### src/rtl/ctrl_pkg.sv
// Shared types and constants for the pipelined RV32I control unit.
// Holds opcode values, ALU/immediate/result/PC-source encodings, the
// per-instruction control bundle carried D->E, and the slimmer bundles
// carried E->M and M->W.
package ctrl_pkg;

  // Width of the register index fields inside the bundles. The top's
  // REG_ADDR_W must match this value.
  localparam int RA_W = 5;

  localparam logic [6:0] OP_R      = 7'b0110011;
  localparam logic [6:0] OP_I      = 7'b0010011;
  localparam logic [6:0] OP_LOAD   = 7'b0000011;
  localparam logic [6:0] OP_STORE  = 7'b0100011;
  localparam logic [6:0] OP_BRANCH = 7'b1100011;
  localparam logic [6:0] OP_JAL    = 7'b1101111;
  localparam logic [6:0] OP_JALR   = 7'b1100111;
  localparam logic [6:0] OP_LUI    = 7'b0110111;
  localparam logic [6:0] OP_AUIPC  = 7'b0010111;

  typedef enum logic [3:0] {
    ALU_ADD   = 4'b0000,
    ALU_SUB   = 4'b0001,
    ALU_AND   = 4'b0010,
    ALU_OR    = 4'b0011,
    ALU_XOR   = 4'b0100,
    ALU_SLT   = 4'b0101,
    ALU_SLL   = 4'b0110,
    ALU_SLTU  = 4'b0111,
    ALU_SRL   = 4'b1000,
    ALU_SRA   = 4'b1001,
    ALU_PASSB = 4'b1010
  } alu_ctrl_e;

  typedef enum logic [2:0] {
    IMM_I = 3'b000,
    IMM_B = 3'b001,
    IMM_S = 3'b010,
    IMM_U = 3'b011,
    IMM_J = 3'b100
  } imm_src_e;

  typedef enum logic [1:0] {
    RES_ALU = 2'b00,
    RES_MEM = 2'b01,
    RES_PC4 = 2'b10
  } result_src_e;

  typedef enum logic [1:0] {
    PC_PLUS4 = 2'b00,
    PC_IMM   = 2'b01,
    PC_REG   = 2'b10
  } pc_src_e;

  // rd is zero whenever RegWrite is clear, and rs1/rs2 are zero when the
  // instruction does not read that source, so hazard/forwarding compares
  // need no per-opcode qualification.
  typedef struct packed {
    logic              RegWrite;
    logic              MemWrite;
    result_src_e       ResultSrc;
    alu_ctrl_e         ALUControl;
    logic              ALUSrcA;
    logic              ALUSrcB;
    logic              Branch;
    logic              Jump;
    logic              Jalr;
    logic [2:0]        funct3;
    logic [RA_W-1:0]   rd;
    logic [RA_W-1:0]   rs1;
    logic [RA_W-1:0]   rs2;
  } ctrl_bundle_t;

  typedef struct packed {
    logic            RegWrite;
    logic            MemWrite;
    result_src_e     ResultSrc;
    logic [RA_W-1:0] rd;
  } m_ctrl_t;

  typedef struct packed {
    logic            RegWrite;
    result_src_e     ResultSrc;
    logic [RA_W-1:0] rd;
  } w_ctrl_t;

  localparam ctrl_bundle_t CTRL_BUBBLE = '0;

  // ALU op for R-type and I-arith. instr[30] picks SUB only on R-type,
  // and picks SRA on either form of right shift.
  function automatic alu_ctrl_e alu_decode(input logic [2:0] f3,
                                           input logic       f7,
                                           input logic       is_r);
    alu_ctrl_e a;
    case (f3)
      3'b000:  a = (is_r && f7) ? ALU_SUB : ALU_ADD;
      3'b001:  a = ALU_SLL;
      3'b010:  a = ALU_SLT;
      3'b011:  a = ALU_SLTU;
      3'b100:  a = ALU_XOR;
      3'b101:  a = f7 ? ALU_SRA : ALU_SRL;
      3'b110:  a = ALU_OR;
      default: a = ALU_AND;
    endcase
    return a;
  endfunction

  // funct3 010/011 are not branch encodings and never redirect.
  function automatic logic branch_taken(input logic [2:0] f3,
                                        input logic zero,
                                        input logic lt,
                                        input logic ltu);
    logic t;
    case (f3)
      3'b000:  t = zero;
      3'b001:  t = !zero;
      3'b100:  t = lt;
      3'b101:  t = !lt;
      3'b110:  t = ltu;
      3'b111:  t = !ltu;
      default: t = 1'b0;
    endcase
    return t;
  endfunction

endpackage

### src/rtl/ctrl_decoder.sv
// Combinational D-stage decoder: opcode/funct fields to ctrl_bundle_t.
// Ports: op/funct3/funct7 (instr[30]) and rs1/rs2/rd in; ctrl bundle,
// immediate format and illegal-opcode flag out. Unknown opcodes yield
// an all-zero bundle so they travel down the pipe as a NOP.
import ctrl_pkg::*;

module ctrl_decoder (
  input  logic [6:0]      op,
  input  logic [2:0]      funct3,
  input  logic            funct7,
  input  logic [RA_W-1:0] rs1,
  input  logic [RA_W-1:0] rs2,
  input  logic [RA_W-1:0] rd,
  output ctrl_bundle_t    ctrl,
  output imm_src_e        imm_src,
  output logic            illegal
);

  logic use_rs1, use_rs2;

  always_comb begin
    ctrl    = CTRL_BUBBLE;
    imm_src = IMM_I;
    illegal = 1'b0;
    use_rs1 = 1'b0;
    use_rs2 = 1'b0;
    case (op)
      OP_R: begin
        ctrl.RegWrite   = 1'b1;
        ctrl.ALUControl = alu_decode(funct3, funct7, 1'b1);
        use_rs1 = 1'b1;
        use_rs2 = 1'b1;
      end
      OP_I: begin
        ctrl.RegWrite   = 1'b1;
        ctrl.ALUSrcB    = 1'b1;
        ctrl.ALUControl = alu_decode(funct3, funct7, 1'b0);
        use_rs1 = 1'b1;
      end
      OP_LOAD: begin
        ctrl.RegWrite  = 1'b1;
        ctrl.ResultSrc = RES_MEM;
        ctrl.ALUSrcB   = 1'b1;
        use_rs1 = 1'b1;
      end
      OP_STORE: begin
        ctrl.MemWrite = 1'b1;
        ctrl.ALUSrcB  = 1'b1;
        imm_src = IMM_S;
        use_rs1 = 1'b1;
        use_rs2 = 1'b1;
      end
      OP_BRANCH: begin
        ctrl.Branch     = 1'b1;
        ctrl.ALUControl = ALU_SUB;
        imm_src = IMM_B;
        use_rs1 = 1'b1;
        use_rs2 = 1'b1;
      end
      OP_JAL: begin
        // ALU forms PC+imm; the link value comes from the PC+4 path.
        ctrl.RegWrite  = 1'b1;
        ctrl.ResultSrc = RES_PC4;
        ctrl.Jump      = 1'b1;
        ctrl.ALUSrcA   = 1'b1;
        ctrl.ALUSrcB   = 1'b1;
        imm_src = IMM_J;
      end
      OP_JALR: begin
        ctrl.RegWrite  = 1'b1;
        ctrl.ResultSrc = RES_PC4;
        ctrl.Jalr      = 1'b1;
        ctrl.ALUSrcB   = 1'b1;
        use_rs1 = 1'b1;
      end
      OP_LUI: begin
        ctrl.RegWrite   = 1'b1;
        ctrl.ALUSrcB    = 1'b1;
        ctrl.ALUControl = ALU_PASSB;
        imm_src = IMM_U;
      end
      OP_AUIPC: begin
        ctrl.RegWrite = 1'b1;
        ctrl.ALUSrcA  = 1'b1;
        ctrl.ALUSrcB  = 1'b1;
        imm_src = IMM_U;
      end
      default: illegal = 1'b1;
    endcase
    if (!illegal) ctrl.funct3 = funct3;
    // Zero unused register fields so x0 comparisons mask them downstream.
    if (ctrl.RegWrite) ctrl.rd  = rd;
    if (use_rs1)       ctrl.rs1 = rs1;
    if (use_rs2)       ctrl.rs2 = rs2;
  end

endmodule

### src/rtl/pipelined_control_unit.sv
// Control and hazard unit for a 5-stage (F/D/E/M/W) RV32I core.
// Decodes the D-stage instruction, carries control through D->E, E->M,
// M->W registers, resolves branches/jumps in E and produces stall,
// flush and forwarding selects.
// Ports: clk_i, rst_ni (async, active low); D-stage op/funct/reg fields;
// E-stage ALU flags Zero/Lt/Ltu. Outputs: ImmSrc/Illegal (D), ALU
// controls and PCSrc (E), MemWrite (M), RegWrite/ResultSrc/rd (W),
// StallF/StallD/FlushD/FlushE and ForwardA/ForwardB.
// Build option CTRL_FORWARDING_EN: when defined, E-stage operands are
// forwarded from M/W and only load-use stalls; when undefined, forward
// selects are 00 and any RAW dependency on E or M stalls instead.
// All outputs are forced to zero while rst_ni is low.
import ctrl_pkg::*;

module pipelined_control_unit #(
  parameter int REG_ADDR_W = 5,
  parameter int ALU_CTRL_W = 4
) (
  input  logic                  clk_i,
  input  logic                  rst_ni,
  input  logic [6:0]            op_i,
  input  logic [2:0]            funct3_i,
  input  logic                  funct7_i,
  input  logic [REG_ADDR_W-1:0] rs1_d_i,
  input  logic [REG_ADDR_W-1:0] rs2_d_i,
  input  logic [REG_ADDR_W-1:0] rd_d_i,
  input  logic                  Zero_e_i,
  input  logic                  Lt_e_i,
  input  logic                  Ltu_e_i,
  output logic [2:0]            ImmSrc_d_o,
  output logic                  Illegal_d_o,
  output logic [ALU_CTRL_W-1:0] ALUControl_e_o,
  output logic                  ALUSrcA_e_o,
  output logic                  ALUSrcB_e_o,
  output logic [1:0]            PCSrc_e_o,
  output logic                  MemWrite_m_o,
  output logic                  RegWrite_w_o,
  output logic [1:0]            ResultSrc_w_o,
  output logic [REG_ADDR_W-1:0] rd_w_o,
  output logic                  StallF_o,
  output logic                  StallD_o,
  output logic                  FlushD_o,
  output logic                  FlushE_o,
  output logic [1:0]            ForwardA_e_o,
  output logic [1:0]            ForwardB_e_o
);

  ctrl_bundle_t dec, e_q;
  m_ctrl_t      m_q;
  w_ctrl_t      w_q;
  imm_src_e     imm_src;
  logic         illegal;
  pc_src_e      pc_src;
  logic         redirect, hazard, stall, flush_e;
  logic [1:0]   fwd_a, fwd_b;

  ctrl_decoder u_dec (
    .op      (op_i),
    .funct3  (funct3_i),
    .funct7  (funct7_i),
    .rs1     (RA_W'(rs1_d_i)),
    .rs2     (RA_W'(rs2_d_i)),
    .rd      (RA_W'(rd_d_i)),
    .ctrl    (dec),
    .imm_src (imm_src),
    .illegal (illegal)
  );

  // ---------------- E-stage redirect ----------------
  always_comb begin
    pc_src = PC_PLUS4;
    if (e_q.Jalr)
      pc_src = PC_REG;
    else if (e_q.Jump ||
             (e_q.Branch && branch_taken(e_q.funct3, Zero_e_i, Lt_e_i, Ltu_e_i)))
      pc_src = PC_IMM;
  end

  assign redirect = (pc_src != PC_PLUS4);

  // ---------------- Hazards / forwarding ----------------
  // Unused sources are zero in the bundle, so a nonzero producer rd can
  // only match a register the D instruction really reads.
  function automatic logic src_hit(input ctrl_bundle_t d, input logic [RA_W-1:0] prd);
    return (prd != '0) && ((d.rs1 == prd) || (d.rs2 == prd));
  endfunction

`ifdef CTRL_FORWARDING_EN
  function automatic logic [1:0] fwd_sel(input logic [RA_W-1:0] rs);
    if (m_q.RegWrite && m_q.rd != '0 && m_q.rd == rs) return 2'b10;
    if (w_q.RegWrite && w_q.rd != '0 && w_q.rd == rs) return 2'b01;
    return 2'b00;
  endfunction

  assign hazard = (e_q.ResultSrc == RES_MEM) && src_hit(dec, e_q.rd);
  assign fwd_a  = fwd_sel(e_q.rs1);
  assign fwd_b  = fwd_sel(e_q.rs2);
`else
  // W never needs a stall: the register file writes on the falling edge.
  assign hazard = (e_q.RegWrite && src_hit(dec, e_q.rd)) ||
                  (m_q.RegWrite && src_hit(dec, m_q.rd));
  assign fwd_a  = 2'b00;
  assign fwd_b  = 2'b00;

  logic unused_src;
  assign unused_src = ^{e_q.rs1, e_q.rs2};
`endif

  // A taken transfer squashes the dependent D instruction anyway, so the
  // flush wins and the front end must not be held.
  assign stall   = hazard && !redirect;
  assign flush_e = redirect || hazard;

  // ---------------- Stage registers ----------------
  always_ff @(posedge clk_i or negedge rst_ni) begin
    if (!rst_ni) begin
      e_q <= CTRL_BUBBLE;
      m_q <= '0;
      w_q <= '0;
    end else begin
      e_q <= flush_e ? CTRL_BUBBLE : dec;
      m_q <= '{RegWrite: e_q.RegWrite, MemWrite: e_q.MemWrite,
               ResultSrc: e_q.ResultSrc, rd: e_q.rd};
      w_q <= '{RegWrite: m_q.RegWrite, ResultSrc: m_q.ResultSrc, rd: m_q.rd};
    end
  end

  // ---------------- Outputs (zero while in reset) ----------------
  assign ImmSrc_d_o     = rst_ni ? imm_src : 3'b000;
  assign Illegal_d_o    = rst_ni && illegal;
  assign ALUControl_e_o = rst_ni ? ALU_CTRL_W'(e_q.ALUControl) : '0;
  assign ALUSrcA_e_o    = rst_ni && e_q.ALUSrcA;
  assign ALUSrcB_e_o    = rst_ni && e_q.ALUSrcB;
  assign PCSrc_e_o      = rst_ni ? pc_src : 2'b00;
  assign MemWrite_m_o   = rst_ni && m_q.MemWrite;
  assign RegWrite_w_o   = rst_ni && w_q.RegWrite;
  assign ResultSrc_w_o  = rst_ni ? w_q.ResultSrc : 2'b00;
  assign rd_w_o         = rst_ni ? REG_ADDR_W'(w_q.rd) : '0;
  assign StallF_o       = rst_ni && stall;
  assign StallD_o       = rst_ni && stall;
  assign FlushD_o       = rst_ni && redirect;
  assign FlushE_o       = rst_ni && flush_e;
  assign ForwardA_e_o   = rst_ni ? fwd_a : 2'b00;
  assign ForwardB_e_o   = rst_ni ? fwd_b : 2'b00;

endmodule

### config.mk
export PLATFORM = sky130hd
export DESIGN_NAME = pipelined_control_unit
export DESIGN_NICKNAME = d
export VERILOG_FILES = /design/src/rtl/ctrl_pkg.sv /design/src/rtl/ctrl_decoder.sv /design/src/rtl/pipelined_control_unit.sv
export SDC_FILE = /design/constraint.sdc
export NUM_CORES = 1
export LEC_CHECK = 0
export BUFFER_PORTS_ARGS = -buffer_cell sky130_fd_sc_hd__buf_4
export CORE_MARGIN = 2
export CORE_UTILIZATION = 35
export DETAILED_ROUTE_END_ITERATION = 6
export GPL_TIMING_DRIVEN = 1
export MAX_ROUTING_LAYER = met4
export PLACE_DENSITY_LB_ADDON = 0.25
export SETUP_SLACK_MARGIN = 0.05
export SKIP_CTS_REPAIR_TIMING = 1
export SYNTH_ARGS = -nofsm -noshare
export SYNTH_HDL_FRONTEND = slang
export SYNTH_SLANG_ARGS = --single-unit
### constraint.sdc
create_clock -name clk_i -period 6 [get_ports clk_i]
set_clock_uncertainty 0.2 [all_clocks]
set_input_delay 0.6 -clock clk_i [delete_from_list [all_inputs] [get_ports clk_i]]
set_output_delay 0.6 -clock clk_i [all_outputs]
set_load 0.1 [all_outputs]
==> After elaboration in Yosys (flattened, before gate mapping) <==
Cells that the tools add are included.
{ "word_totals": {"reg_bits": 38, "inputBits": 31, "out_inout_bits": 29, "wordCells": 109} }
{ "classes": {"n_eq_ne": 24, "n_mux": 31, "reduce_logical": 36} }
{ "op_table": {"columns": ["operator", "count"], "rows": [
  ["$pmux W4 S7", 2],
  ["$mux W31", 1],
  ["$eq A3 B3 Y1 const B", 7],
  ["$eq A7 B6 Y1 const B", 3],
  ["$eq A7 B7 Y1 const B", 3],
  ["$eq A5 B5 Y1", 4],
  ["$mux W5", 4],
  ["$pmux W4 S4", 1],
  ["$eq A7 B5 Y1 const B", 2],
  ["$logic_and A1 B1 Y1", 14],
  ["$mux W1", 14],
  ["$reduce_or A7 Y1", 2],
  ["$pmux W3 S4", 1],
  ["$reduce_bool A5 Y1", 2],
  ["$reduce_or A9 Y1", 1],
  ["$eq A7 B2 Y1 const B", 1],
  ["$eq A3 B1 Y1 const B", 2],
  ["$eq A3 B2 Y1 const B", 2],
  ["$logic_not A3 Y1", 2],
  ["$mux W2", 3],
  ["$mux W3", 2],
  ["$pmux W1 S6", 1],
  ["$reduce_or A2 Y1", 3],
  ["$reduce_or A6 Y1", 1],
  ["6 further kinds", 13]
]} }

==> Logic depth before layout (Yosys ltp) <==
Gate-level depths: netlist (run 1).
{ "logic_depth": {"ltp_word": 11, "depth_mapped": 10, "mapped_depth_nobuf": 7} }

==> Cells and area by module <==
From an unflattened synthesis (run 1), not the netlist that was laid out.
{ "unflattened": {"cells_unflattened": 223, "area_unflattened_um2": 2213.4} }
{ "by_module_without_submodules": {"columns": ["mod", "n_inst", "cells_per_inst", "area_per_inst_um2", "seq_area_each_um2"], "rows": [
  ["pipelined_control_unit", 1, 139, 1652.8, 950.9],
  ["ctrl_decoder", 1, 84, 560.5, 0.0]
]} }

==> Worst setup path before layout (run 1) <==
No wires, ideal clock.
{ "synth_path": {"kind": "input to output", "start": "input port op_i[6]", "end": "output port StallF_o", "t_arrival_ns": 3.708, "t_required_ns": 5.200, "setup_slack_ns": 1.492, "cell_stages": 8, "path_buffers": 2, "cell_sequence": "buf_2 > a21boi_0 > and2_1 > nand2_1 > a221oi_1 > a31oi_1 > a21oi_1 > buf_4"} }
{ "synth_via": {"elab_chain_cells": 11, "word_cells_on_any_way": 25, "cone_classes": "eq/ne: 10; mux: 4; reduce/logical: 11"} }
{ "synth_rtl": {"columns": ["element", "line", "rtl"], "rows": [
  ["start, declared", "pipelined_control_unit.sv:21", "input logic [6:0] op_i,"],
  ["$eq A7 B6 Y1 (tied with other cells)", "ctrl_decoder.sv:27", "case (op)"],
  ["$reduce_or A6 Y1 (no line) / $reduce_or A3 Y1 (equally long branches)", null, null],
  ["$mux W1", "ctrl_decoder.sv:27", null],
  ["$mux W5, on equally long branches", "ctrl_decoder.sv:93, ctrl_decoder.sv:94", null],
  ["$eq A5 B5 Y1", "pipelined_control_unit.sv:85", "return (prd != '0) && ((d.rs1 == prd) || (d.rs2 == prd));"],
  ["$logic_or A1 B1 Y1", "pipelined_control_unit.sv:85", null],
  ["$logic_and A1 B1 Y1", "pipelined_control_unit.sv:85", null],
  ["$logic_and A1 B1 Y1, on equally long branches", "pipelined_control_unit.sv:100, pipelined_control_unit.sv:101", null],
  ["$logic_or A1 B1 Y1 (*)", "pipelined_control_unit.sv:100", "assign hazard = (e_q.RegWrite && src_hit(dec, e_q.rd)) ||"],
  ["$logic_and A1 B1 Y1 (*)", "pipelined_control_unit.sv:111", "assign stall = hazard && !redirect;"],
  ["$logic_and A1 B1 Y1 (*)", null, null],
  ["end, declared", "pipelined_control_unit.sv:40", "output logic StallF_o,"]
]} }
Mark *: on every way between the ends. The rest lies on a longest branch, timed or not.

==> Worst setup path in the final report (run 1) <==
{ "layout_path": {"start": "input port op_i[2]", "end": "output port StallD_o"} }
{ "layout_via": {"elab_chain_cells": 11, "word_cells_on_any_way": 25, "cone_classes": "eq/ne: 10; mux: 4; reduce/logical: 11"} }
{ "layout_rtl": {"columns": ["element", "line", "rtl"], "rows": [
  ["$eq A7 B6 Y1 (tied with other cells)", "ctrl_decoder.sv:27", null],
  ["$reduce_or A6 Y1 (no line) / $reduce_or A3 Y1 (equally long branches)", null, null],
  ["$mux W1", "ctrl_decoder.sv:27", null],
  ["$mux W5, on equally long branches", "ctrl_decoder.sv:93, ctrl_decoder.sv:94", null],
  ["$eq A5 B5 Y1", "pipelined_control_unit.sv:85", null],
  ["$logic_or A1 B1 Y1", "pipelined_control_unit.sv:85", null],
  ["$logic_and A1 B1 Y1", "pipelined_control_unit.sv:85", null],
  ["$logic_and A1 B1 Y1, on equally long branches", "pipelined_control_unit.sv:100, pipelined_control_unit.sv:101", null],
  ["$logic_or A1 B1 Y1 (*)", "pipelined_control_unit.sv:100", null],
  ["$logic_and A1 B1 Y1 (*)", "pipelined_control_unit.sv:111", null],
  ["$logic_and A1 B1 Y1 (*)", "pipelined_control_unit.sv:140", "assign StallD_o = rst_ni && stall;"],
  ["end, declared", "pipelined_control_unit.sv:41", "output logic StallD_o,"]
]} }
Marked as above.

==> metrics.md, run 1 <==
| Metric | Value |
|---|---|
| Final nets | 301 |
| # placed instances | 338 |
| Max FO, Critical Path | 16 |
| Hold Slack | 98.8 ps |
| Tcrit/Tclk final | 0.555 |
| Vias per inst | about 5.1 |
| Netlist cell types | 40 |
| Worst setup EP type | output pin |
| FFs w/ async S/R, synth | 1.00 |
| Root buf cell | clkbuf_8 |
| Flop pwr share | 0.423 |
| Die area | 6690 um^2 |
| I/O pin count | 60 |
| YS warnings | 0 |
| Req. time, crit path | 5200 ps |
| Part of the power in the clock network | 0.428 |
| RSZ-0062 raised after global routing | no |
| Switching portion of total power | 0.266 |
| Num rows | 28 |
| Comb pwr share | 0.148 |
| Pint | 0.455 mW |
| Initial DRC Count | 71 |
| Reg clk slew, reported paths | 80 ps |
| Max stage delay on crit path | roughly 340 ps |
| Die Span Y | 81.8 um |
| Deepest clock path buffer count | 2 |
| Area grow syn2layout | 25.9% |
| Setup ws final | about 2700 ps |
| Synthesized area | ~2100 um^2 |
| Setup crit start | op_i[2] |
| Final core utilization | 0.453 |
| Reg2reg path depth | 7 |
| Port bufs | between 50 and 60 |
| #FFs+latches synth | 38 |
| Total gr overflow | 0 |
| Most used DFF post-synth | dfrtp_1 |
| Critical Path End | StallD_o |
| Peak Freq | ~0.30 GHz |
| Vias | 1768 |
| Setup violation total in the final timing report | 0 |
| Worst r2r src | e_q[17] |
| Worst r2r dst | e_q[23] |
| # DRC | 0 |
| Post-route ant nets | 0 |
| Post-Syn Instances | 219 |
| Rel. slew slack | 0.343 |
| Layout cells sized above 1 | 0.251 |
| Met1 wire length | approximately 2400 um |
| Setup tns final | 0 ps |
| Startpoint types | input pin |
| Core area | around 6000 um^2 |
| Post-synth EDFFs | 0 |
| Worst Path Arrival | 2530 ps |
| Filler-free cell count of the finished design | 346 |
| HPWL after DPL | roughly 3700 um |
| CP Buf/Inv Count | 2 |
| Worst-margin pin slew | roughly 980 ps |
| P per Cell Area | 233 nW/um^2 |
| Area post-placement | 2530 um^2 |
| Total CTS buffers | 5 |
| Pwr Total | ~0.62 mW |
| RePlAce Congestion | 0.902 |
| Run status | finished clean |
| Cell family with most CP delay | compound AO/OA/AOI/OAI gates |
| Fin. max-slew vios | 0 |
| Initial antenna violation count | 0 |
| Mean Syn Cell Area | 9.67 um^2 |
| Met3 WL | 303 um |
| Max VDD drop | around 0.12 mV |
| HP Class | in -> async |
| Starting density of the core | 0.360 |
| Number of filler cells placed in the layout | 586 |
| Tot GR Track Use | 0.165 |
| CTS sink cnt | 38 |
| Sw power | 0.165 mW |
| WL met2 | 2210 um |
| Final wirelength | 5010 um |
| CP Class | in -> out |
| Worst skew pair latency | 300 ps |
| First-pass detailed-route iteration total | 4 |
| Htree depth | 2 |
| Worst path cell trace | buf_4, and4bb_1, and2_1, nand2_1, a221oi_1, a31oi_1, a21oi_1, buf_4 |
| Max Used Layer | met4 |
| Leak | 1.24 nW |
| Slowest CP cell | buf_4 |
| Worst path depth | 8 |
| Most frequent cells in the layout | buf_4 (55), dfrtp_1 (38), nor2_1 (25), nand2_1 (20), and2_1 (17) |
| Period minus WS final | 3330 ps |
| Die extent in x | 81.8 um |
| CTS tree | done |
| R2R Setup Slk | 3100 ps |
| DR WL/cell | roughly 14 um |
| Design Area, Final | 2670 um^2 |
| Worst slack, placed | 2560 ps |
| Seq/Total Area, Yosys | 0.449 |
| Largest net degree at the start of global routing | 58 |
| Most used cell, CP | buf_4 |
| Vias in the first global route | ~1700 |
| Endpoints failing hold | 0 |
| First-pass GRT wire length | about 8000 um |
| Max_cap viols | 0 |
| Commonest non-fill, non-tap cell in the layout | buf_4 |
| Diode count | 0 |
worst register-to-register path, cell delays in order (launching register included):
cell,delay (ps)
dfrtp_1,370
mux2i_1,210
xor2_1,150
o21ai_0,130
a21oi_1,230
nor2b_1,300
nand3_1,720
nor3_1,460
layer usage:
layer	up-vias	GRT usage
met3	5	0.0352
li1	872	-
met1	839	0.235
met4	0	0.0467
met5	-	-
met2	52	0.237
how the worst min path moves through the flow:
stage | slack [ps] | end | start | depth (start not counted)
floorplan | 100 | e_q[10] | rst_ni | 0
global placement | 130 | w_q[5] | m_q[5] | 0
detailed placement | 140 | m_q[5] | e_q[27] | 0
CTS | 120 | e_q[10] | rst_ni | 1
global route | 150 | e_q[10] | rst_ni | 1
finish | 100 | w_q[4] | rst_ni | 1
state kept, by name, summed over array words and instances, names as in the netlist:
| register | flops |
|---|---|
| e_q | 21 |
| m_q | 9 |
| w_q | 8 |
power by group through the flow:
stage	Combinational [mW]	Sequential, mW	Clock, mW
global placement	0.0921	0.268	0
finish	0.0919	0.263	0.266
global route	0.100	0.263	0.284
detailed placement	0.0923	0.268	0
floorplan	0.0613	0.267	0
CTS	0.0926	0.263	0.272
cells by family after synthesis:
| group | after synthesis | synth area share |
|---|---|---|
| AOI/OAI and AO/OA | 45 | 0.150 |
| xor gates and xnor gates | 11 | 0.0455 |
| buffers and inverters | 20 | 0.0609 |
| DFF | 38 | 0.449 |
| muxes | 2 | 0.00946 |
| other | 1 | 0.00177 |
| and+or+nand+nor | 102 | 0.283 |
synthesized netlist by cell type, types with 2 or more instances:
cell type,instances,area [um^2]
mux2i_1,2,20.0
a31oi_1,10,62.6
inv_1,6,22.5
xnor2_1,8,70.1
nor4_4,2,42.5
buf_4,6,45.0
o32ai_1,2,17.5
a221oi_1,2,17.5
nor4bb_1,6,60.1
a22oi_1,2,15.0
nor3_1,9,45.0
a21oi_1,7,35.0
dfrtp_1,38,951
clkbuf_1,3,11.3
buf_6,4,45.0
nand2b_1,5,31.3
nand2_1,20,75.1
o21ai_0,7,35.0
nand3b_1,2,15.0
xor2_1,3,26.3
nor4_1,2,12.5
nand3_1,5,25.0
nor2b_1,3,18.8
nor2_1,25,93.8
a2bb2oi_1,4,35.0
and2_1,17,106
o221ai_1,5,43.8
and3b_1,2,17.5
final cells by class:
cell class              instances  area, um^2  share of cell area
inverters                       6        22.5             0.00845
well taps                      75        93.8              0.0352
flip-flops and latches         38         951               0.357
multi-input cells             164        1050               0.393
repair buffers                 55         413               0.155
clock buffers                   5        68.8              0.0258
clock inverters                 3        68.8              0.0258
Note: power is estimated with default switching activity, not from simulation.
==> run 2: changes to the inputs <==
- clock period: 6 -> 3.37 ns (I/O delays scaled with it)
==> run 2 against run 1 <==
First-iteration DRC count up 34%. Core utilization up 0.19 points. Non-clock buffer count up 4. Total power up 54%. Wire length down 6.4%. Critical path depth unchanged. Count of clock-buffer cells in the layout up 2. Sequential power up 78%.
==> metrics.md, run 2 (synthesis gave the netlist of run 1 again) <==
| Metric | Value |
|---|---|
| Port bufs | 55 (unchanged) |
| HP Class | in -> reg |
| Tcrit/Tclk final | 0.851 |
| Switching portion of total power | 0.284 (+0.0186) |
| Vias | 1759 (-0.51%) |
| Htree depth | 2 (unchanged) |
| Worst r2r dst | e_q[23] |
| Max_cap viols | 0 (unchanged) |
| Diode count | 0 (unchanged) |
| Reg clk slew, reported paths | 70 ps (about the same) |
| Endpoints failing hold | 0 (unchanged) |
| Initial antenna violation count | 0 (unchanged) |
| First-pass detailed-route iteration total | 4 (unchanged) |
| Largest regs | e_q x21, m_q x9, w_q x8 |
| RSZ-0062 raised after global routing | no |
| Largest net degree at the start of global routing | 42 (-28%) |
| RePlAce Congestion | 0.899 (-0.28%) |
| Worst path cell trace | mux2i_1, xor2_1, o21ai_0, a21oi_1, nor2b_1, nand2_1, a21oi_2, buf_4 |
| Number of flip-flops in the largest register | 21 (unchanged) |
| CP Class | reg -> out |
| R2R Setup Slk | 920 ps (-2180 ps) |
| Period minus WS final | 2870 ps |
| Part of the power in the clock network | 0.334 (-0.094) |
| I/O pin count | 60 (unchanged) |
| Sw power | 0.271 mW (+64%) |
| Max VDD drop | 0.187 mV (+61%) |
| Worst skew pair latency | 290 ps (about the same) |
| Max FO, Critical Path | 4 (-12) |
| Core area | 5890 um^2 (unchanged) |
| Hold Slack | 58.8 ps (-40.0 ps) |
| Worst path depth | 8 (unchanged) |
| Pint | 0.682 mW (+50%) |
| Tot GR Track Use | 0.155 (-0.00963) |
| Initial DRC Count | 95 (+34%) |
| Layout cells sized above 1 | 0.273 (+0.0218) |
| Root buf cell | clkbuf_8 |
| Critical Path End | StallF_o |
| Starting density of the core | 0.360 (unchanged) |
| Worst Path Arrival | 2330 ps (-200 ps) |
| Area grow syn2layout | 26.5% |
| Die extent in x | 81.8 um (unchanged) |
| Worst setup EP type | output pin |
| DR WL/cell | 13.4 um (-7.5%) |
| Max stage delay on crit path | 360 ps (+20 ps) |
| Setup crit start | e_q[17] |
| Setup tns final | 0 ps (unchanged) |
| Post-route ant nets | 0 (unchanged) |
| Final nets | 305 (+1.3%) |
| Num rows | 28 (unchanged) |
| Req. time, crit path | 2830 ps (-2370 ps) |
| Flop pwr share | 0.490 (+0.067) |
| P per Cell Area | 356 nW/um^2 (+53%) |
| Commonest non-fill, non-tap cell in the layout | buf_4 |
| Cell family with most CP delay | compound AO/OA/AOI/OAI gates |
| Most flops, register | e_q |
| Final wirelength | 4690 um (-6.4%) |
| Most frequent cells in the layout | buf_4 (58), dfrtp_1 (38), nor2_1 (25), nand2_1 (20), and2_1 (17) |
| # DRC | 0 (unchanged) |
| Total gr overflow | 0 (unchanged) |
| Startpoint types | flop |
| Deepest clock path buffer count | 2 (unchanged) |
| Run status | finished clean |
| Peak Freq | 0.349 GHz |
| Filler-free cell count of the finished design | 350 (+1.2%) |
| Die Span Y | 81.8 um (unchanged) |
| Total CTS buffers | 5 (unchanged) |
| First-pass GRT wire length | 7540 um (-7.5%) |
| Slowest CP cell | dfrtp_1 |
| Reg2reg path depth | 8 (+1) |
| CTS tree | done |
| CTS sink cnt | 38 (unchanged) |
| CP Buf/Inv Count | 1 (-1) |
| Vias in the first global route | 1556 (-6.3%) |
| HPWL after DPL | 3660 um (-2.1%) |
| # placed instances | 341 (+0.89%) |
| Fin. max-slew vios | 0 (unchanged) |
| Vias per inst | 5.03 (-1.6%) |
| Setup violation total in the final timing report | 0 (unchanged) |
| Number of filler cells placed in the layout | 593 (+1.2%) |
| Comb pwr share | 0.175 (+0.027) |
| Leak | 1.25 nW (+0.31%) |
| Worst r2r src | e_q[17] |
| Die area | 6690 um^2 (unchanged) |
==> run 2: cell count changes in the layout (fill, tap and decap cells not counted), moves of 2 or more <==
| cell | delta |
|---|---|
| bufinv_16 | -2 |
| nor3_1 | -3 |
| buf_4 | +3 |
| nor3_2 | +3 |
==> run 2: layer usage <==
layer  vias to the layer above  GRT usage  routed length, um
li1                        882          -                  -
met1                       811      0.228               2260
met5                         -          -                  0
met2                        60      0.207               2010
met4                         0     0.0600                 89
met3                         6     0.0341                327
==> run 2: layout make-up <==
cell class,instances,area (um^2),area share
tap,75,93.8,0.0350
clock buffer,7,86.3,0.0322
multi-input combinational,164,1070,0.401
sequential,38,951,0.355
inverter,6,22.5,0.00841
clock inverter,1,5.00,0.00187
timing repair buffer,59,445,0.166
==> run 2: how the worst min path moves through the flow <==
stage	to	depth (start not counted)	slack, ps	from
3_5_place_dp	w_q[0]	1	100	rst_ni
6_report	e_q[13]	3	60	rd_d_i[3]
5_1_grt	e_q[13]	3	50	rd_d_i[3]
3_3_place_gp	w_q[0]	1	100	rst_ni
2_1_floorplan	e_q[10]	0	-160	rst_ni
4_1_cts	w_q[0]	1	-210	rst_ni
==> run 2: worst register-to-register path, cell delays in order, from the launching register on <==
cell and delay (ps):
dfrtp_1 360, mux2i_1 210, xor2_1 150, o21ai_0 130, a21oi_1 270, nor2b_1 350
nand3_1 120, buf_4 250, nor3_1 300
==> run 2: metrics by stage <==
stage | worst slack (ps) | util | power, mW | instance area [um^2]
floorplan | 4.92 | - | 0.585 | 2150
global placement | 673 | 0.438 | 0.643 | 2580
detailed placement | 632 | 0.438 | 0.644 | 2580
CTS | 487 | 0.453 | 0.963 | 2670
global route | 369 | 0.455 | 1.00 | 2680
finish | 501 | 0.455 | 0.953 | 2680
==> run 2: power by group through the flow <==
stage	Clock, mW	Combinational [mW]	Sequential, mW
after floorplan	0	0.110	0.475
after global routing	0.350	0.183	0.468
after CTS	0.328	0.168	0.467
final	0.319	0.167	0.467
after global placement	0	0.167	0.476
after detailed placement	0	0.167	0.476
==> run 3: changes to the inputs <==
--- a/config.mk
+++ b/config.mk
@@ -8,2 +8,4 @@
 export BUFFER_PORTS_ARGS = -buffer_cell sky130_fd_sc_hd__buf_4
+export CAP_MARGIN = 20
+export CORE_ASPECT_RATIO = 0.7
 export CORE_MARGIN = 2
--- a/constraint.sdc
+++ b/constraint.sdc
@@ -4,2 +4,2 @@
 set_output_delay 0.337 -clock clk_i [all_outputs]
-set_load 0.1 [all_outputs]
+set_load 0.005 [all_outputs]
==> run 3 against run 2 <==
Highest routed layer unchanged. Total power is 7.9% lower. Design area down 1.7%. First-iteration DRC count is 2.1% lower. Fmax rose by 4.7%. Register-to-register slack improved by 100 ps. Combinational power shrank 26%. Worst hold slack improved by 17 ps. Cell count decreased by 0.57%. Critical path depth unchanged. Clock power shrank 10%. Critical endpoint is now StallD_o. Sequential power about the same.
==> metrics.md, run 3 (synthesis gave the netlist of run 1 again) <==
| Metric | Value |
|---|---|
| Max stage delay on crit path | 370 ps (about the same) |
| Max_cap viols | 0 (unchanged) |
| Vias per inst | 5.00 (-0.51%) |
| Starting density of the core | 0.366 (+0.00630) |
| I/O pin count | 60 (unchanged) |
| Number of filler cells placed in the layout | 580 (-2.2%) |
| First-pass detailed-route iteration total | 4 (unchanged) |
| Worst r2r src | e_q[17] |
| Period minus WS final | 2740 ps (-129 ps) |
| Num rows | 23 (-18%) |
| Peak Freq | 0.365 GHz (+4.7%) |
| RSZ-0062 raised after global routing | no |
| RePlAce Congestion | 0.942 (+4.8%) |
| Deepest clock path buffer count | 2 (unchanged) |
| Vias in the first global route | 1607 (+3.3%) |
| P per Cell Area | 334 nW/um^2 (-6.3%) |
| Slowest CP cell | dfrtp_1 |
| Rel. slew slack | 0.615 |
| Critical Path End | StallD_o |
| Largest net degree at the start of global routing | 36 (-14%) |
| Worst r2r dst | e_q[21] |
| Max VDD drop | 0.179 mV (-4.1%) |
| Fin. max-slew vios | 0 (unchanged) |
| Htree depth | 2 (unchanged) |
| CP Class | reg -> out |
| Setup tns final | 0 ps (unchanged) |
| Vias | 1740 (-1.1%) |
| Die Span Y | 69.1 um (-16%) |
| Die area | 6700 um^2 (+0.14%) |
| Layout cells sized above 1 | 0.253 (-0.0200) |
| HPWL after DPL | 3860 um (+5.6%) |
| R2R Setup Slk | 1020 ps (+100 ps) |
| Reg2reg path depth | 8 (unchanged) |
| Root buf cell | clkbuf_8 |
| Total CTS buffers | 5 (unchanged) |
| First-pass GRT wire length | 8190 um (+8.6%) |
| # DRC | 0 (unchanged) |
| Most flops, register | e_q |
| Largest regs | e_q x21, m_q x9, w_q x8 |
| Startpoint types | flop |
| Tcrit/Tclk final | 0.813 (-0.0384) |
| Worst setup EP type | output pin |
| Tot GR Track Use | 0.154 (-0.00119) |
| Req. time, crit path | 2830 ps (about the same) |
| Worst Path Arrival | 2200 ps (-130 ps) |
| Worst skew pair latency | 280 ps (about the same) |
| HP Class | in -> reg |
| Initial DRC Count | 93 (-2.1%) |
| Post-route ant nets | 0 (unchanged) |
| Port bufs | 55 (unchanged) |
| Most frequent cells in the layout | buf_4 (57), dfrtp_1 (38), nor2_1 (25), nand2_1 (20), and2_1 (17) |
| Area grow syn2layout | 24.3% |
| Final wirelength | 4930 um (+5.1%) |
| Number of flip-flops in the largest register | 21 (unchanged) |
| Most used cell, CP | a21oi_1 |
| Die extent in x | 97.0 um (+19%) |
| Commonest non-fill, non-tap cell in the layout | buf_4 |
| Worst-margin pin slew | 577 ps |
| Total gr overflow | 0 (unchanged) |
| Max FO, Critical Path | 4 (unchanged) |
| Initial antenna violation count | 0 (unchanged) |
| Run status | finished clean |
| Setup violation total in the final timing report | 0 (unchanged) |
| CTS sink cnt | 38 (unchanged) |
| Diode count | 0 (unchanged) |
| Pwr Total | 0.878 mW (-7.9%) |
| Leak | 1.23 nW (-1.1%) |
| Core area | 5780 um^2 (-1.7%) |
| Setup crit start | e_q[17] |
| Reg clk slew, reported paths | 70 ps (about the same) |
| CTS tree | done |
| Worst path cell trace | mux2i_1, xor2_1, o21ai_0, a21oi_1, nor2b_1, nand2_1, a21oi_1, buf_4 |
| Endpoints failing hold | 0 (unchanged) |
| DR WL/cell | 14.2 um (+5.7%) |
| Final nets | 304 (-0.33%) |
-- run 3: where the power goes --
part | internal [mW] | leakage, nW | switching, mW | total, mW
registers | 0.462 | 0.528 | 0.00527 | 0.468
clock network | 0.139 | 0.0438 | 0.148 | 0.287
logic | 0.0541 | 0.661 | 0.0696 | 0.124
-- run 3: area by class of cell --
class	count	area [um^2]	share of cell area
clock buffers	5	68.8	0.0261
clock inverters	2	10.0	0.00380
inverters	6	22.5	0.00856
multi-input cells	164	1050	0.398
flip-flops and latches	38	951	0.361
well taps	75	93.8	0.0356
repair buffers	58	438	0.166
-- run 3: per-layer routing --
metal  routed length [um]  global-route usage
met3                  287              0.0375
met4                   25              0.0360
met5                    0                   -
met2                 2030               0.195
met1                 2580               0.242
-- run 3: worst max-delay path, delay by kind of cell (launching register included) --
family / cells / cell delay [ps]
AOI/OAI and AO/OA: 3 / 590
and+or+nand+nor: 2 / 410
DFF: 1 / 370
muxes: 1 / 230
xor gates and xnor gates: 1 / 160
buffers and inverters: 1 / 160
-- run 3: worst min-delay path by stage --
stage | from | to | slack (ps) | cells after the start
6_report | rd_d_i[4] | e_q[14] | 80 | 3
5_1_grt | rd_d_i[3] | e_q[13] | 80 | 3
4_1_cts | rst_ni | e_q[28] | -210 | 1
3_5_place_dp | rst_ni | w_q[5] | 90 | 1
3_3_place_gp | rst_ni | w_q[5] | 90 | 1
2_1_floorplan | rst_ni | e_q[10] | -160 | 0
-- run 3: through the flow --
| step | instance area [um^2] | util | setup slack [ps] | hold slack (ps) | std cells |
|---|---|---|---|---|---|
| finish | 2630 | 0.455 | 631 | 75.7 | 348 |
| global route | 2630 | 0.455 | 371 | 75.1 | 348 |
| CTS | 2620 | 0.453 | 556 | -211 | 347 |
| detailed placement | 2540 | 0.440 | 674 | 93.5 | 340 |
| global placement | 2540 | 0.440 | 705 | 89.2 | 340 |
| floorplan | 2130 | - | 1090 | -159 | 222 |
